File: config.mk
export PLATFORM = sky130hd
export DESIGN_NAME = div_arbiter_flat
export DESIGN_NICKNAME = d
export VERILOG_FILES = /design/src/rtl/div_arbiter_pkg.sv /design/src/rtl/div_arbiter_if.sv /design/src/rtl/div_rr_pick.sv /design/src/rtl/div_arbiter.sv /design/src/flat_wrapper.sv
export SDC_FILE = /design/constraint.sdc
export NUM_CORES = 1
export LEC_CHECK = 0
export CAP_MARGIN = 10
export CORE_UTILIZATION = 33
export CTS_CLUSTER_DIAMETER = 80
export DETAILED_ROUTE_END_ITERATION = 6
export GPL_ROUTABILITY_DRIVEN = 0
export PLACE_DENSITY_LB_ADDON = 0.12
export SKIP_CTS_REPAIR_TIMING = 1
export SYNTH_ARGS = -nofsm -noshare
export SYNTH_HDL_FRONTEND = slang
export SYNTH_SLANG_ARGS = --single-unit
File: constraint.sdc
create_clock -name clk_i -period 1.8 [get_ports clk_i]
set_clock_uncertainty 0.2 [all_clocks]
set_input_delay 0.18 -clock clk_i [delete_from_list [all_inputs] [get_ports clk_i]]
set_output_delay 0.18 -clock clk_i [all_outputs]
set_load 0.01 [all_outputs]
File: src/rtl/div_arbiter_pkg.sv
// -----------------------------------------------------------------------------
// div_arbiter_pkg
//   Shared types and constants for the divider arbiter slice.
//   - state_e      : arbiter FSM states (IDLE_S, ISSUE_S, WAIT_S, RESP_S)
//   - DBZ_QUOTIENT : all-ones pattern returned as quotient on a zero divisor;
//                    users take the low WORD_W bits.
//   No ports (package).
// -----------------------------------------------------------------------------
package div_arbiter_pkg;

  typedef enum logic [1:0] {
    IDLE_S  = 2'd0,
    ISSUE_S = 2'd1,
    WAIT_S  = 2'd2,
    RESP_S  = 2'd3
  } state_e;

  // Widest operand this slice supports; quotient constant is sliced from it.
  localparam int MAX_WORD_W = 64;
  localparam logic [MAX_WORD_W-1:0] DBZ_QUOTIENT = {MAX_WORD_W{1'b1}};

endpackage : div_arbiter_pkg

File: src/rtl/div_arbiter_if.sv
// -----------------------------------------------------------------------------
// div_arbiter_if
//   Requester-side bus of the divider arbiter: per-requester request channel
//   (valid/ready + packed operands) and response channel (valid/ready + shared
//   quotient/remainder/dbz).
//   modport master : client side (drives requests, accepts responses)
//   modport slave  : arbiter side
//   Parameters: WORD_W operand width, N_REQ number of requesters.
// -----------------------------------------------------------------------------
interface div_arbiter_if #(
  parameter int WORD_W = 8,
  parameter int N_REQ  = 4
);

  logic [N_REQ-1:0]        req_valid;
  logic [N_REQ-1:0]        req_ready;
  logic [N_REQ*WORD_W-1:0] req_dividend;
  logic [N_REQ*WORD_W-1:0] req_divisor;
  logic [N_REQ-1:0]        rsp_valid;
  logic [N_REQ-1:0]        rsp_ready;
  logic [WORD_W-1:0]       rsp_quotient;
  logic [WORD_W-1:0]       rsp_reminder;
  logic                    rsp_dbz;

  modport master (
    output req_valid, req_dividend, req_divisor, rsp_ready,
    input  req_ready, rsp_valid, rsp_quotient, rsp_reminder, rsp_dbz
  );

  modport slave (
    input  req_valid, req_dividend, req_divisor, rsp_ready,
    output req_ready, rsp_valid, rsp_quotient, rsp_reminder, rsp_dbz
  );

endinterface : div_arbiter_if

File: src/rtl/div_rr_pick.sv
// -----------------------------------------------------------------------------
// div_rr_pick
//   Combinational round-robin picker. Scans req_valid_i starting at rr_ptr_i
//   with wrap-around and reports the first set index.
//   req_valid_i : request vector
//   rr_ptr_i    : index with highest priority this cycle
//   enable_i    : when low, grant_o is forced to zero (index still reported)
//   grant_o     : one-hot grant (or zero)
//   grant_id_o  : index of the winner
//   found_o     : some request is valid
// -----------------------------------------------------------------------------
module div_rr_pick #(
  parameter  int N_REQ = 4,
  localparam int ID_W  = $clog2(N_REQ)
) (
  input  logic [N_REQ-1:0] req_valid_i,
  input  logic [ID_W-1:0]  rr_ptr_i,
  input  logic             enable_i,
  output logic [N_REQ-1:0] grant_o,
  output logic [ID_W-1:0]  grant_id_o,
  output logic             found_o
);

  logic [ID_W:0]   sum_s;
  logic [ID_W-1:0] idx_s;
  logic [ID_W-1:0] win_s;
  logic            hit_s;

  // Wrap-around priority scan from the round-robin pointer.
  always_comb begin
    sum_s = {(ID_W+1){1'b0}};
    idx_s = {ID_W{1'b0}};
    win_s = {ID_W{1'b0}};
    hit_s = 1'b0;
    for (int i = 0; i < N_REQ; i++) begin
      sum_s = {1'b0, rr_ptr_i} + (ID_W+1)'(i);
      if (sum_s >= (ID_W+1)'(N_REQ)) begin
        sum_s = sum_s - (ID_W+1)'(N_REQ);
      end else begin
        sum_s = sum_s;
      end
      idx_s = sum_s[ID_W-1:0];
      if (!hit_s && req_valid_i[idx_s]) begin
        hit_s = 1'b1;
        win_s = idx_s;
      end else begin
        hit_s = hit_s;
      end
    end
  end

  // Turn the winning index into a gated one-hot grant.
  always_comb begin
    grant_o = {N_REQ{1'b0}};
    if (enable_i && hit_s) begin
      grant_o[win_s] = 1'b1;
    end else begin
      grant_o = {N_REQ{1'b0}};
    end
  end

  assign grant_id_o = win_s;
  assign found_o    = hit_s;

endmodule : div_rr_pick

File: src/rtl/div_arbiter.sv
// -----------------------------------------------------------------------------
// div_arbiter
//   Round-robin scheduler sharing one iterative divider among N_REQ clients.
//   A request is accepted in IDLE (only while the divider is ready), issued
//   with a one-cycle start pulse, the divider result is captured and then held
//   on the winner's response channel until that client accepts it.
//
//   Ports:
//     clk_i, rst_n_i      clock, async active-low reset
//     bus (slave)         request/response channels (see div_arbiter_if)
//     grant_id_o          index of the request in flight
//     busy_o              high outside IDLE
//     div_start_o         one-cycle divider start
//     div_dividend_o/div_divisor_o  latched operands to the divider
//     div_ready_i         divider idle
//     div_valid_i         divider result pulse (only honoured in WAIT)
//     div_quotient_i/div_reminder_i divider results
//
//   Build option DIV_ARBITER_ZERO_CHECK_EN: a zero divisor is answered locally
//   (quotient all-ones, remainder = dividend, dbz=1) without starting the
//   divider. Without it the divider handles zero divisors and dbz is 0.
// -----------------------------------------------------------------------------
module div_arbiter
  import div_arbiter_pkg::*;
#(
  parameter  int WORD_W = 8,
  parameter  int N_REQ  = 4,
  localparam int ID_W   = $clog2(N_REQ)
) (
  input  logic              clk_i,
  input  logic              rst_n_i,
  div_arbiter_if.slave      bus,
  output logic [ID_W-1:0]   grant_id_o,
  output logic              busy_o,
  output logic              div_start_o,
  output logic [WORD_W-1:0] div_dividend_o,
  output logic [WORD_W-1:0] div_divisor_o,
  input  logic              div_ready_i,
  input  logic              div_valid_i,
  input  logic [WORD_W-1:0] div_quotient_i,
  input  logic [WORD_W-1:0] div_reminder_i
);

  state_e            state_q, state_d;
  logic [ID_W-1:0]   rr_ptr_q, rr_ptr_d;
  logic [ID_W-1:0]   id_q, id_d;
  logic [WORD_W-1:0] dividend_q, dividend_d;
  logic [WORD_W-1:0] divisor_q, divisor_d;
  logic [WORD_W-1:0] quot_q, quot_d;
  logic [WORD_W-1:0] rem_q, rem_d;
`ifdef DIV_ARBITER_ZERO_CHECK_EN
  logic              dbz_q, dbz_d;
  logic              zero_div_s;
`endif

  logic [N_REQ-1:0]  grant_s;
  logic [ID_W-1:0]   pick_id_s;
  logic              pick_found_s;
  logic              pick_en_s;
  logic              accept_s;
  logic [N_REQ-1:0]  id_onehot_s;
  logic              rsp_done_s;

  // Requests are only offered while idle and the divider can take one.
  assign pick_en_s = (state_q == IDLE_S) && div_ready_i;

  div_rr_pick #(
    .N_REQ (N_REQ)
  ) u_pick (
    .req_valid_i (bus.req_valid),
    .rr_ptr_i    (rr_ptr_q),
    .enable_i    (pick_en_s),
    .grant_o     (grant_s),
    .grant_id_o  (pick_id_s),
    .found_o     (pick_found_s)
  );

  assign accept_s    = pick_en_s && pick_found_s;
  assign id_onehot_s = {{(N_REQ-1){1'b0}}, 1'b1} << id_q;
  // Ready from other clients is ignored: only the granted index completes.
  assign rsp_done_s  = |(bus.rsp_ready & id_onehot_s);

`ifdef DIV_ARBITER_ZERO_CHECK_EN
  assign zero_div_s  = (divisor_q == {WORD_W{1'b0}});
`endif

  // Next-state and datapath update for the arbiter FSM.
  always_comb begin
    state_d    = state_q;
    rr_ptr_d   = rr_ptr_q;
    id_d       = id_q;
    dividend_d = dividend_q;
    divisor_d  = divisor_q;
    quot_d     = quot_q;
    rem_d      = rem_q;
`ifdef DIV_ARBITER_ZERO_CHECK_EN
    dbz_d      = dbz_q;
`endif
    case (state_q)
      IDLE_S: begin
        if (accept_s) begin
          state_d    = ISSUE_S;
          id_d       = pick_id_s;
          dividend_d = bus.req_dividend[int'(pick_id_s)*WORD_W +: WORD_W];
          divisor_d  = bus.req_divisor[int'(pick_id_s)*WORD_W +: WORD_W];
          if (pick_id_s == ID_W'(N_REQ-1)) begin
            rr_ptr_d = {ID_W{1'b0}};
          end else begin
            rr_ptr_d = pick_id_s + ID_W'(1);
          end
        end else begin
          state_d = IDLE_S;
        end
      end
      ISSUE_S: begin
`ifdef DIV_ARBITER_ZERO_CHECK_EN
        if (zero_div_s) begin
          // Answer locally; the divider is never started.
          quot_d  = DBZ_QUOTIENT[WORD_W-1:0];
          rem_d   = dividend_q;
          dbz_d   = 1'b1;
          state_d = RESP_S;
        end else begin
          dbz_d   = 1'b0;
          state_d = WAIT_S;
        end
`else
        state_d = WAIT_S;
`endif
      end
      WAIT_S: begin
        if (div_valid_i) begin
          quot_d  = div_quotient_i;
          rem_d   = div_reminder_i;
          state_d = RESP_S;
        end else begin
          state_d = WAIT_S;
        end
      end
      RESP_S: begin
        if (rsp_done_s) begin
          state_d = IDLE_S;
        end else begin
          state_d = RESP_S;
        end
      end
      default: begin
        state_d = IDLE_S;
      end
    endcase
  end

  // State and datapath registers, cleared asynchronously.
  always_ff @(posedge clk_i or negedge rst_n_i) begin
    if (!rst_n_i) begin
      state_q    <= IDLE_S;
      rr_ptr_q   <= {ID_W{1'b0}};
      id_q       <= {ID_W{1'b0}};
      dividend_q <= {WORD_W{1'b0}};
      divisor_q  <= {WORD_W{1'b0}};
      quot_q     <= {WORD_W{1'b0}};
      rem_q      <= {WORD_W{1'b0}};
`ifdef DIV_ARBITER_ZERO_CHECK_EN
      dbz_q      <= 1'b0;
`endif
    end else begin
      state_q    <= state_d;
      rr_ptr_q   <= rr_ptr_d;
      id_q       <= id_d;
      dividend_q <= dividend_d;
      divisor_q  <= divisor_d;
      quot_q     <= quot_d;
      rem_q      <= rem_d;
`ifdef DIV_ARBITER_ZERO_CHECK_EN
      dbz_q      <= dbz_d;
`endif
    end
  end

  assign bus.req_ready    = grant_s;
  assign bus.rsp_valid    = (state_q == RESP_S) ? id_onehot_s : {N_REQ{1'b0}};
  assign bus.rsp_quotient = quot_q;
  assign bus.rsp_reminder = rem_q;
`ifdef DIV_ARBITER_ZERO_CHECK_EN
  assign bus.rsp_dbz      = dbz_q;
  assign div_start_o      = (state_q == ISSUE_S) && !zero_div_s;
`else
  assign bus.rsp_dbz      = 1'b0;
  assign div_start_o      = (state_q == ISSUE_S);
`endif
  assign grant_id_o       = id_q;
  assign busy_o           = (state_q != IDLE_S);
  assign div_dividend_o   = dividend_q;
  assign div_divisor_o    = divisor_q;

endmodule : div_arbiter

File: src/flat_wrapper.sv
// flat-port wrapper written by rule: the top's interface ports become plain ports
module div_arbiter_flat import div_arbiter_pkg::*;
#(
  parameter  int WORD_W = 8,
  parameter  int N_REQ  = 4,
  localparam int ID_W   = $clog2(N_REQ)
)
  (clk_i, rst_n_i, grant_id_o, busy_o, div_start_o, div_dividend_o, div_divisor_o, div_ready_i, div_valid_i, div_quotient_i, div_reminder_i, bus_req_valid, bus_req_dividend, bus_req_divisor, bus_rsp_ready, bus_req_ready, bus_rsp_valid, bus_rsp_quotient, bus_rsp_reminder, bus_rsp_dbz);
  div_arbiter_if #(.WORD_W(WORD_W), .N_REQ(N_REQ)) bus_i ();
  input  logic clk_i;
  input  logic rst_n_i;
  output logic [ID_W-1:0] grant_id_o;
  output logic busy_o;
  output logic div_start_o;
  output logic [WORD_W-1:0] div_dividend_o;
  output logic [WORD_W-1:0] div_divisor_o;
  input  logic div_ready_i;
  input  logic div_valid_i;
  input  logic [WORD_W-1:0] div_quotient_i;
  input  logic [WORD_W-1:0] div_reminder_i;
  input wire logic [$bits(bus_i.req_valid)-1:0] bus_req_valid;
  input wire logic [$bits(bus_i.req_dividend)-1:0] bus_req_dividend;
  input wire logic [$bits(bus_i.req_divisor)-1:0] bus_req_divisor;
  input wire logic [$bits(bus_i.rsp_ready)-1:0] bus_rsp_ready;
  output wire logic [$bits(bus_i.req_ready)-1:0] bus_req_ready;
  output wire logic [$bits(bus_i.rsp_valid)-1:0] bus_rsp_valid;
  output wire logic [$bits(bus_i.rsp_quotient)-1:0] bus_rsp_quotient;
  output wire logic [$bits(bus_i.rsp_reminder)-1:0] bus_rsp_reminder;
  output wire logic [$bits(bus_i.rsp_dbz)-1:0] bus_rsp_dbz;
  assign bus_i.req_valid = bus_req_valid;
  assign bus_i.req_dividend = bus_req_dividend;
  assign bus_i.req_divisor = bus_req_divisor;
  assign bus_i.rsp_ready = bus_rsp_ready;
  assign bus_req_ready = bus_i.req_ready;
  assign bus_rsp_valid = bus_i.rsp_valid;
  assign bus_rsp_quotient = bus_i.rsp_quotient;
  assign bus_rsp_reminder = bus_i.rsp_reminder;
  assign bus_rsp_dbz = bus_i.rsp_dbz;
  div_arbiter #(.WORD_W(WORD_W), .N_REQ(N_REQ)) u_core (.clk_i(clk_i), .rst_n_i(rst_n_i), .bus(bus_i), .grant_id_o(grant_id_o), .busy_o(busy_o), .div_start_o(div_start_o), .div_dividend_o(div_dividend_o), .div_divisor_o(div_divisor_o), .div_ready_i(div_ready_i), .div_valid_i(div_valid_i), .div_quotient_i(div_quotient_i), .div_reminder_i(div_reminder_i));
endmodule
; Word level (Yosys, flattened, before mapping)
; Cells that the tools add are included.
[totals]
out_inout_bits = 45
regBits = 38
wordCells = 76
[classes]
shifts = 3
bitwise_logic = 1
reduce_logical = 14
eq_ne = 4
n_lt_le_gt_ge = 10
addsub = 8
mux = 29
[ops]
columns = op, count
row1 = 32-bit by 6-bit variable part select with 8-bit output, 2
row2 = 2-bit 2-to-1 mux, 10
row3 = "2-bit by 3-bit < comparator with 1-bit output, second input constant", 5
row4 = 1-bit 2-to-1 mux, 11
row5 = "3-bit greater-or-equal comparator, second input constant", 3
row6 = 1-bit binary-select mux with 2-bit select, 4
row7 = 4-bit 2-to-1 mux, 2
row8 = 2-bit one-hot mux with 4 select lines, 1
row9 = "2-bit by 1-bit subtractor with 2-bit output, second input constant", 4
row10 = "2-bit by 2-bit adder with 3-bit output, second input constant", 2
row11 = "2-bit equality test, second input constant", 3
row12 = 1-bit logical AND, 6
row13 = 4-bit bitwise AND, 1
row14 = 2-bit AND reduction, 2
row15 = 4-bit OR reduction, 1
row16 = "1-bit by 2-bit left shift with 4-bit output, first input constant", 1
row17 = "2-bit by 1-bit adder with 3-bit output, second input constant", 1
row18 = "2-bit by 3-bit greater-or-equal comparator with 1-bit output, second input constant", 1
row19 = 1-bit logical NOT, 3
row20 = "2-bit by 1-bit adder with 2-bit output, second input constant", 1
row21 = 1-bit demux with 2-bit select, 1
row22 = "2-bit by 1-bit equality test with 1-bit output, second input constant", 1
row23 = "2-bit by 1-bit greater-or-equal comparator with 1-bit output, second input constant", 1
row24 = 2-bit logical NOT, 1
row25 = 2-bit nonzero test, 1

; Longest topological paths before layout
[depth]
ltp_word = 19
depth_mapped = 10
ltp_nobuf = 7

; Modules after synthesis
; Synthesis repeated with hierarchy kept, for this count alone.
[hier_totals]
hier_cells = 137
hier_area_um2 = 2123.3
[modules_own_cells]
columns = mod, cells_each, seq_area_each_um2, area_per_inst_um2, instances
row1 = div_arbiter, 117, 950.9, 1988.2, 1
row2 = div_rr_pick, 20, 0.0, 135.1, 1

; Worst setup path before layout
; No wires, ideal clock.
[synth_timing]
path_kind = register -> register
start = reg u_core.rr_ptr_q[0]
end = reg u_core.rr_ptr_q[1]
path_stages_with_launch = 10
t_required_ns = 1.517
setup_ns = 0.083
setup_slack_ns = -0.114
t_arrival_ns = 1.631
period_less_slack_ns = 1.914
path_buffers = 3
path_cell_list = dfrtp_1 buf_4 nor2b_1 o21ai_0 o31ai_2 buf_6 buf_8 inv_1 ha_1 o21ai_0
[synth_between]
elab_chain_len = 16
word_cells_on_any_way = 42
cone_classes = add/sub (8) / order compare (4) / eq/ne (1) / mux (21) / reduce/logical (8)
[synth_lines]
columns = item, line_no
row1 = from (decl), div_arbiter.sv:45  ; logic [ID_W-1:0] rr_ptr_q, rr_ptr_d;
row2 = from (signal assigned), div_arbiter.sv:157  ; rr_ptr_q <= {ID_W{1'b0}};
row3 = from (signal assigned), div_arbiter.sv:168  ; rr_ptr_q <= rr_ptr_d;
row4 = "parallel branches: the longest is 16 deep, another holds 2-bit by 1-bit adder with 3-bit output", --
; Several ways; the timed one is not identified. The select of a mux whose other input is x is not followed.
; A chain may end at the register's enable or synchronous reset.

; Final worst setup path
[layout_timing]
start = in bus_req_valid[2]
end = out bus_req_ready[2]
[layout_between]
elab_chain_len = 17
word_cells_on_any_way = 29
cone_classes = order compare (2) / mux (19) / reduce/logical (8)
[layout_lines]
columns = item, line_no
row1 = from (decl), flat_wrapper.sv:21  ; input wire logic [$bits(bus_i.req_valid)-1:0] bus_req_valid;
row2 = 1-bit binary-select mux with 2-bit select, div_rr_pick.sv:43  ; if (!hit_s && req_valid_i[idx_s]) begin
row3 = 1-bit 2-to-1 mux (not written as such), div_rr_pick.sv:43
row4 = 1-bit 2-to-1 mux, div_rr_pick.sv:43
row5 = 1-bit logical NOT, div_rr_pick.sv:43
row6 = 1-bit logical AND, div_rr_pick.sv:43
row7 = 1-bit 2-to-1 mux, div_rr_pick.sv:43
row8 = 1-bit logical NOT, div_rr_pick.sv:43
row9 = 1-bit logical AND, div_rr_pick.sv:43
row10 = 1-bit 2-to-1 mux, div_rr_pick.sv:43
row11 = 1-bit logical NOT, div_rr_pick.sv:43
row12 = 1-bit logical AND, div_rr_pick.sv:43
row13 = 2-bit 2-to-1 mux, div_rr_pick.sv:43
row14 = 2-bit by 3-bit < comparator with 1-bit output (not written as such) / 2-bit by 1-bit greater-or-equal comparator with 1-bit output (equally long branches), div_rr_pick.sv:56  ; grant_o[win_s] = 1'b1;
row15 = 1-bit logical AND (not written as such), div_rr_pick.sv:56
row16 = 1-bit 2-to-1 mux (not written as such), div_rr_pick.sv:56
row17 = 1-bit demux with 2-bit select, div_rr_pick.sv:56
row18 = 4-bit 2-to-1 mux (*), div_rr_pick.sv:55  ; if (enable_i && hit_s) begin
row19 = to (decl), flat_wrapper.sv:25  ; output wire logic [$bits(bus_i.req_ready)-1:0] bus_req_ready;
; Mark *: on every way between the ends. The rest lies on a longest branch, timed or not. The select of a mux whose other input is x is not followed.

==> flow_results.xml <==
<?xml version="1.0" encoding="UTF-8"?>
<metrics>
  <group name="run">
    <metric name="timing.max_cap.violations" unit="">0</metric>
  </group>
  <group name="sta">
    <metric name="tns" unit="ns">-3.53</metric>
    <metric name="pins_over_slew_limit" unit="">0</metric>
    <metric name="rsz0062_at_grt" unit="">yes</metric>
    <metric name="fin_ws" unit="ns">-0.283</metric>
    <metric name="finalSetupViolations" unit="">20</metric>
    <metric name="hold_viol" unit="">0</metric>
    <metric name="period_share" unit="%">116</metric>
    <metric name="timing.final.crit_period" unit="ns">2.08</metric>
    <metric name="max_freq" unit="MHz">480</metric>
    <metric name="timing.hold.ws" unit="ns">0.273</metric>
  </group>
  <group name="critical_path">
    <metric name="element_type_at_the_critical_path_start" unit="">input pin</metric>
    <metric name="cp_cell_sequence" unit="">clkdlybuf4s50_1 -&gt; nor2b_2 -&gt; a21boi_2 -&gt; o31ai_4 -&gt; inv_2 -&gt; ha_2 -&gt; inv_2 -&gt; nor2_2 -&gt; buf_2</metric>
    <metric name="worst_setup_path_end_kind" unit="">output port</metric>
    <metric name="cp_num_buf_inv" unit="">4</metric>
    <metric name="cp_slowest_stage_delay" unit="ns">0.45</metric>
    <metric name="timing.critical_path.arrival" unit="ns">1.70</metric>
    <metric name="criticalPathCategory" unit="">input pin to output port</metric>
    <metric name="critical_path_peak_fanout" unit="">3</metric>
    <metric name="worst_ep_required_time" unit="ns">1.42</metric>
    <metric name="crit_top_cell" unit="">sky130_fd_sc_hd__inv_2</metric>
    <metric name="critPathTopFamily" unit="">buffers and inverters</metric>
    <metric name="cp_slowest_cell" unit="">sky130_fd_sc_hd__clkdlybuf4s50_1</metric>
  </group>
  <group name="clock_network">
    <metric name="path_clk_slew" unit="ns">0.07</metric>
    <metric name="clock_path_buffers" unit="">2</metric>
    <metric name="clock_sinks" unit="">38</metric>
    <metric name="clkLatencyLatePin" unit="ns">0.28</metric>
    <metric name="cts_root_buffer" unit="">sky130_fd_sc_hd__clkbuf_8</metric>
    <metric name="clock_buffer_count_from_cts" unit="">5</metric>
    <metric name="cts_tree" unit="">done</metric>
    <metric name="h-tree-depth" unit="">2</metric>
  </group>
  <group name="synthesis">
    <metric name="synth_seq_area_share" unit="%">44.4</metric>
    <metric name="postSynthRegisterBits" unit="">38</metric>
    <metric name="synth.yosys.warnings" unit="">0</metric>
    <metric name="ys_async_sr_fraction" unit="%">100</metric>
    <metric name="yosys.cell_types.count" unit="">38</metric>
    <metric name="synth_area" unit="um2">2140</metric>
    <metric name="synth.net_count" unit="">279</metric>
    <metric name="gate_count_post_synth" unit="">186</metric>
    <metric name="yosys_most_used_dff" unit="">sky130_fd_sc_hd__dfrtp_1</metric>
    <metric name="synthesis.area_per_instance" unit="um2">11.5</metric>
    <metric name="synth_enable_flop_cells" unit="">0</metric>
  </group>
  <group name="die">
    <metric name="die_y" unit="um">82.6</metric>
    <metric name="rows" unit="">28</metric>
    <metric name="core_area" unit="um2">6100</metric>
    <metric name="fp.dieArea" unit="um2">6820</metric>
    <metric name="floorplan.initialDensity" unit="%">35.2</metric>
    <metric name="floorplan.die.width" unit="um">82.6</metric>
    <metric name="floorplan.io_pins" unit="">137</metric>
  </group>
  <group name="drt">
    <metric name="ant_nets" unit="">0</metric>
    <metric name="drt_pre_antenna_iters" unit="">4</metric>
    <metric name="drt_first_iter_violations" unit="">65</metric>
    <metric name="vias_per_cell" unit="">4.85</metric>
    <metric name="drt_drc_violations_left" unit="">0</metric>
    <metric name="routedWlPerCell" unit="um">14.9</metric>
    <metric name="dr_total_vias" unit="">2043</metric>
    <metric name="total_wire_length" unit="um">6260</metric>
  </group>
  <group name="final_layout">
    <metric name="postLayoutCellArea" unit="um2">3930</metric>
    <metric name="fin_cells" unit="">421</metric>
    <metric name="area.growth.synth_to_final" unit="%">83.5</metric>
    <metric name="total_inserted_antenna_cells" unit="">0</metric>
    <metric name="final_common_cell" unit="">sky130_fd_sc_hd__clkdlybuf4s50_1</metric>
    <metric name="final_layout_size_suffix_gt1_share" unit="%">24.6</metric>
    <metric name="final_cell_mix" unit="">123 x sky130_fd_sc_hd__clkdlybuf4s50_1, 36 x sky130_fd_sc_hd__dfrtp_1, 27 x sky130_fd_sc_hd__mux2i_1, 23 x sky130_fd_sc_hd__buf_4, 21 x sky130_fd_sc_hd__nand2_1</metric>
    <metric name="design.final.nets" unit="">438</metric>
  </group>
  <group name="pwr">
    <metric name="p_total" unit="mW">5.29</metric>
    <metric name="power-per-cell-area" unit="nW/um2">1340</metric>
    <metric name="power.leakage" unit="nW">1.82</metric>
    <metric name="vdd_ir_drop_max" unit="uV">881</metric>
  </group>
  <group name="grt">
    <metric name="grt_usage" unit="%">18.0</metric>
    <metric name="grt-ovfl-total" unit="">0</metric>
    <metric name="grt_antenna_before_repair" unit="">0</metric>
    <metric name="first_global_vias" unit="">2016</metric>
    <metric name="grt_pass1_wl" unit="um">9160</metric>
    <metric name="grt_start_max_net_pins" unit="">39</metric>
  </group>
  <group name="min_path">
    <metric name="worstHoldPathType" unit="">input pin to async pin</metric>
  </group>
  <group name="placement">
    <metric name="placed_cells" unit="">408</metric>
    <metric name="io_buffers" unit="">135</metric>
    <metric name="post-dp-hpwl" unit="um">4700</metric>
    <metric name="dpl-instance-area" unit="um2">3670</metric>
  </group>
  <group name="run_status">
    <metric name="result_of_the_run" unit="">finished, violations left</metric>
    <metric name="failed_checks" unit="">negative setup slack</metric>
  </group>
</metrics>
worst min-delay path, stage by stage:
cell and delay [ns]:
sky130_fd_sc_hd__dlygate4sd3_1 0.52, sky130_fd_sc_hd__buf_2 0.09, sky130_fd_sc_hd__buf_4 0.41
per-layer routing:
layer | routed length, um | GRT usage, % | vias up | part of all wire (%)
li1 | - | - | 991 | -
met1 | 2530 | 19.9 | 965 | 40
met2 | 3160 | 31.2 | 81 | 50
met3 | 514 | 7.47 | 6 | 8.2
met4 | 57 | 5.69 | 0 | 0.91
met5 | 0 | 0 | - | 0
state kept, by name, indices dropped and copies added, names as in the netlist:
register	flops
u_core.div_dividend_o	8
u_core.state_q	2
u_core.bus.rsp_reminder	8
u_core.grant_id_o	2
u_core.div_divisor_o	8
u_core.bus.rsp_quotient	8
u_core.rr_ptr_q	2
Yosys cell counts, drive strengths merged (2+ instances only):
| library cell | count | area, um2 |
|---|---|---|
| a21oi | 2 | 10.0 |
| buf | 11 | 129 |
| dfrtp | 38 | 951 |
| inv | 5 | 18.8 |
| mux2 | 16 | 180 |
| mux2i | 32 | 320 |
| nand2 | 22 | 82.6 |
| nor2 | 8 | 30.0 |
| nor2b | 5 | 33.8 |
| nor3 | 5 | 35.0 |
| nor3b | 3 | 22.5 |
| o21ai | 4 | 20.0 |
| o221ai | 16 | 140 |
layout make-up:
class,instances,area [um2]
clock buffer,7,76.3
clock inverter,1,30.0
fill,534,2160
inverter,5,18.8
multi-input combinational,130,1130
sequential,38,953
tap,75,93.8
timing repair buffer,165,1630
per-stage QoR:
stage / setup slack [ns] / util, %
detailed placement: -0.774 / 60.2
finish: -0.283 / 64.5
global route: -0.377 / 64.5
floorplan: -0.00144 / -
CTS: -0.786 / 61.9
global placement: -0.729 / 60.2
cells by family (layout without fill, tap and decap cells):
kind of cell	after synthesis	count (layout)	synth area share (%)
fa+ha+maj	1	1	0.584
simple gates	49	49	11.6
xor+xnor	2	2	0.817
buf+inv	18	178	7.53
flops	38	38	44.4
mux	49	49	24.4
compound gates	28	28	10.6
other cells	1	1	0.175
worst paths after layout:
kind	startpoint	to	slack, ns	cells after the start
worst max-delay path	bus_req_valid[2]	bus_req_ready[2]	-0.28	9
worst min-delay path	rst_n_i	u_core.bus.rsp_quotient[6]	0.27	3
worst max register to register	u_core.rr_ptr_q[0]	u_core.div_divisor_o[3]	-0.12	7
worst min register to register	u_core.div_dividend_o[4]	u_core.div_dividend_o[4]	0.29	2
max in group asynchronous	rst_n_i	u_core.rr_ptr_q[0]	0.75	3
min in group clk_i	u_core.div_dividend_o[4]	u_core.div_dividend_o[4]	0.29	2
power by group:
part           internal, mW  switching, mW  total (mW)  leakage [nW]
Clock                 0.415          0.291       0.706        0.0524
Combinational          1.84           1.21        3.05          1.30
Sequential             1.27          0.262        1.53         0.461
Total                  3.53           1.76        5.29          1.82
(Power assumes the default switching activity.)
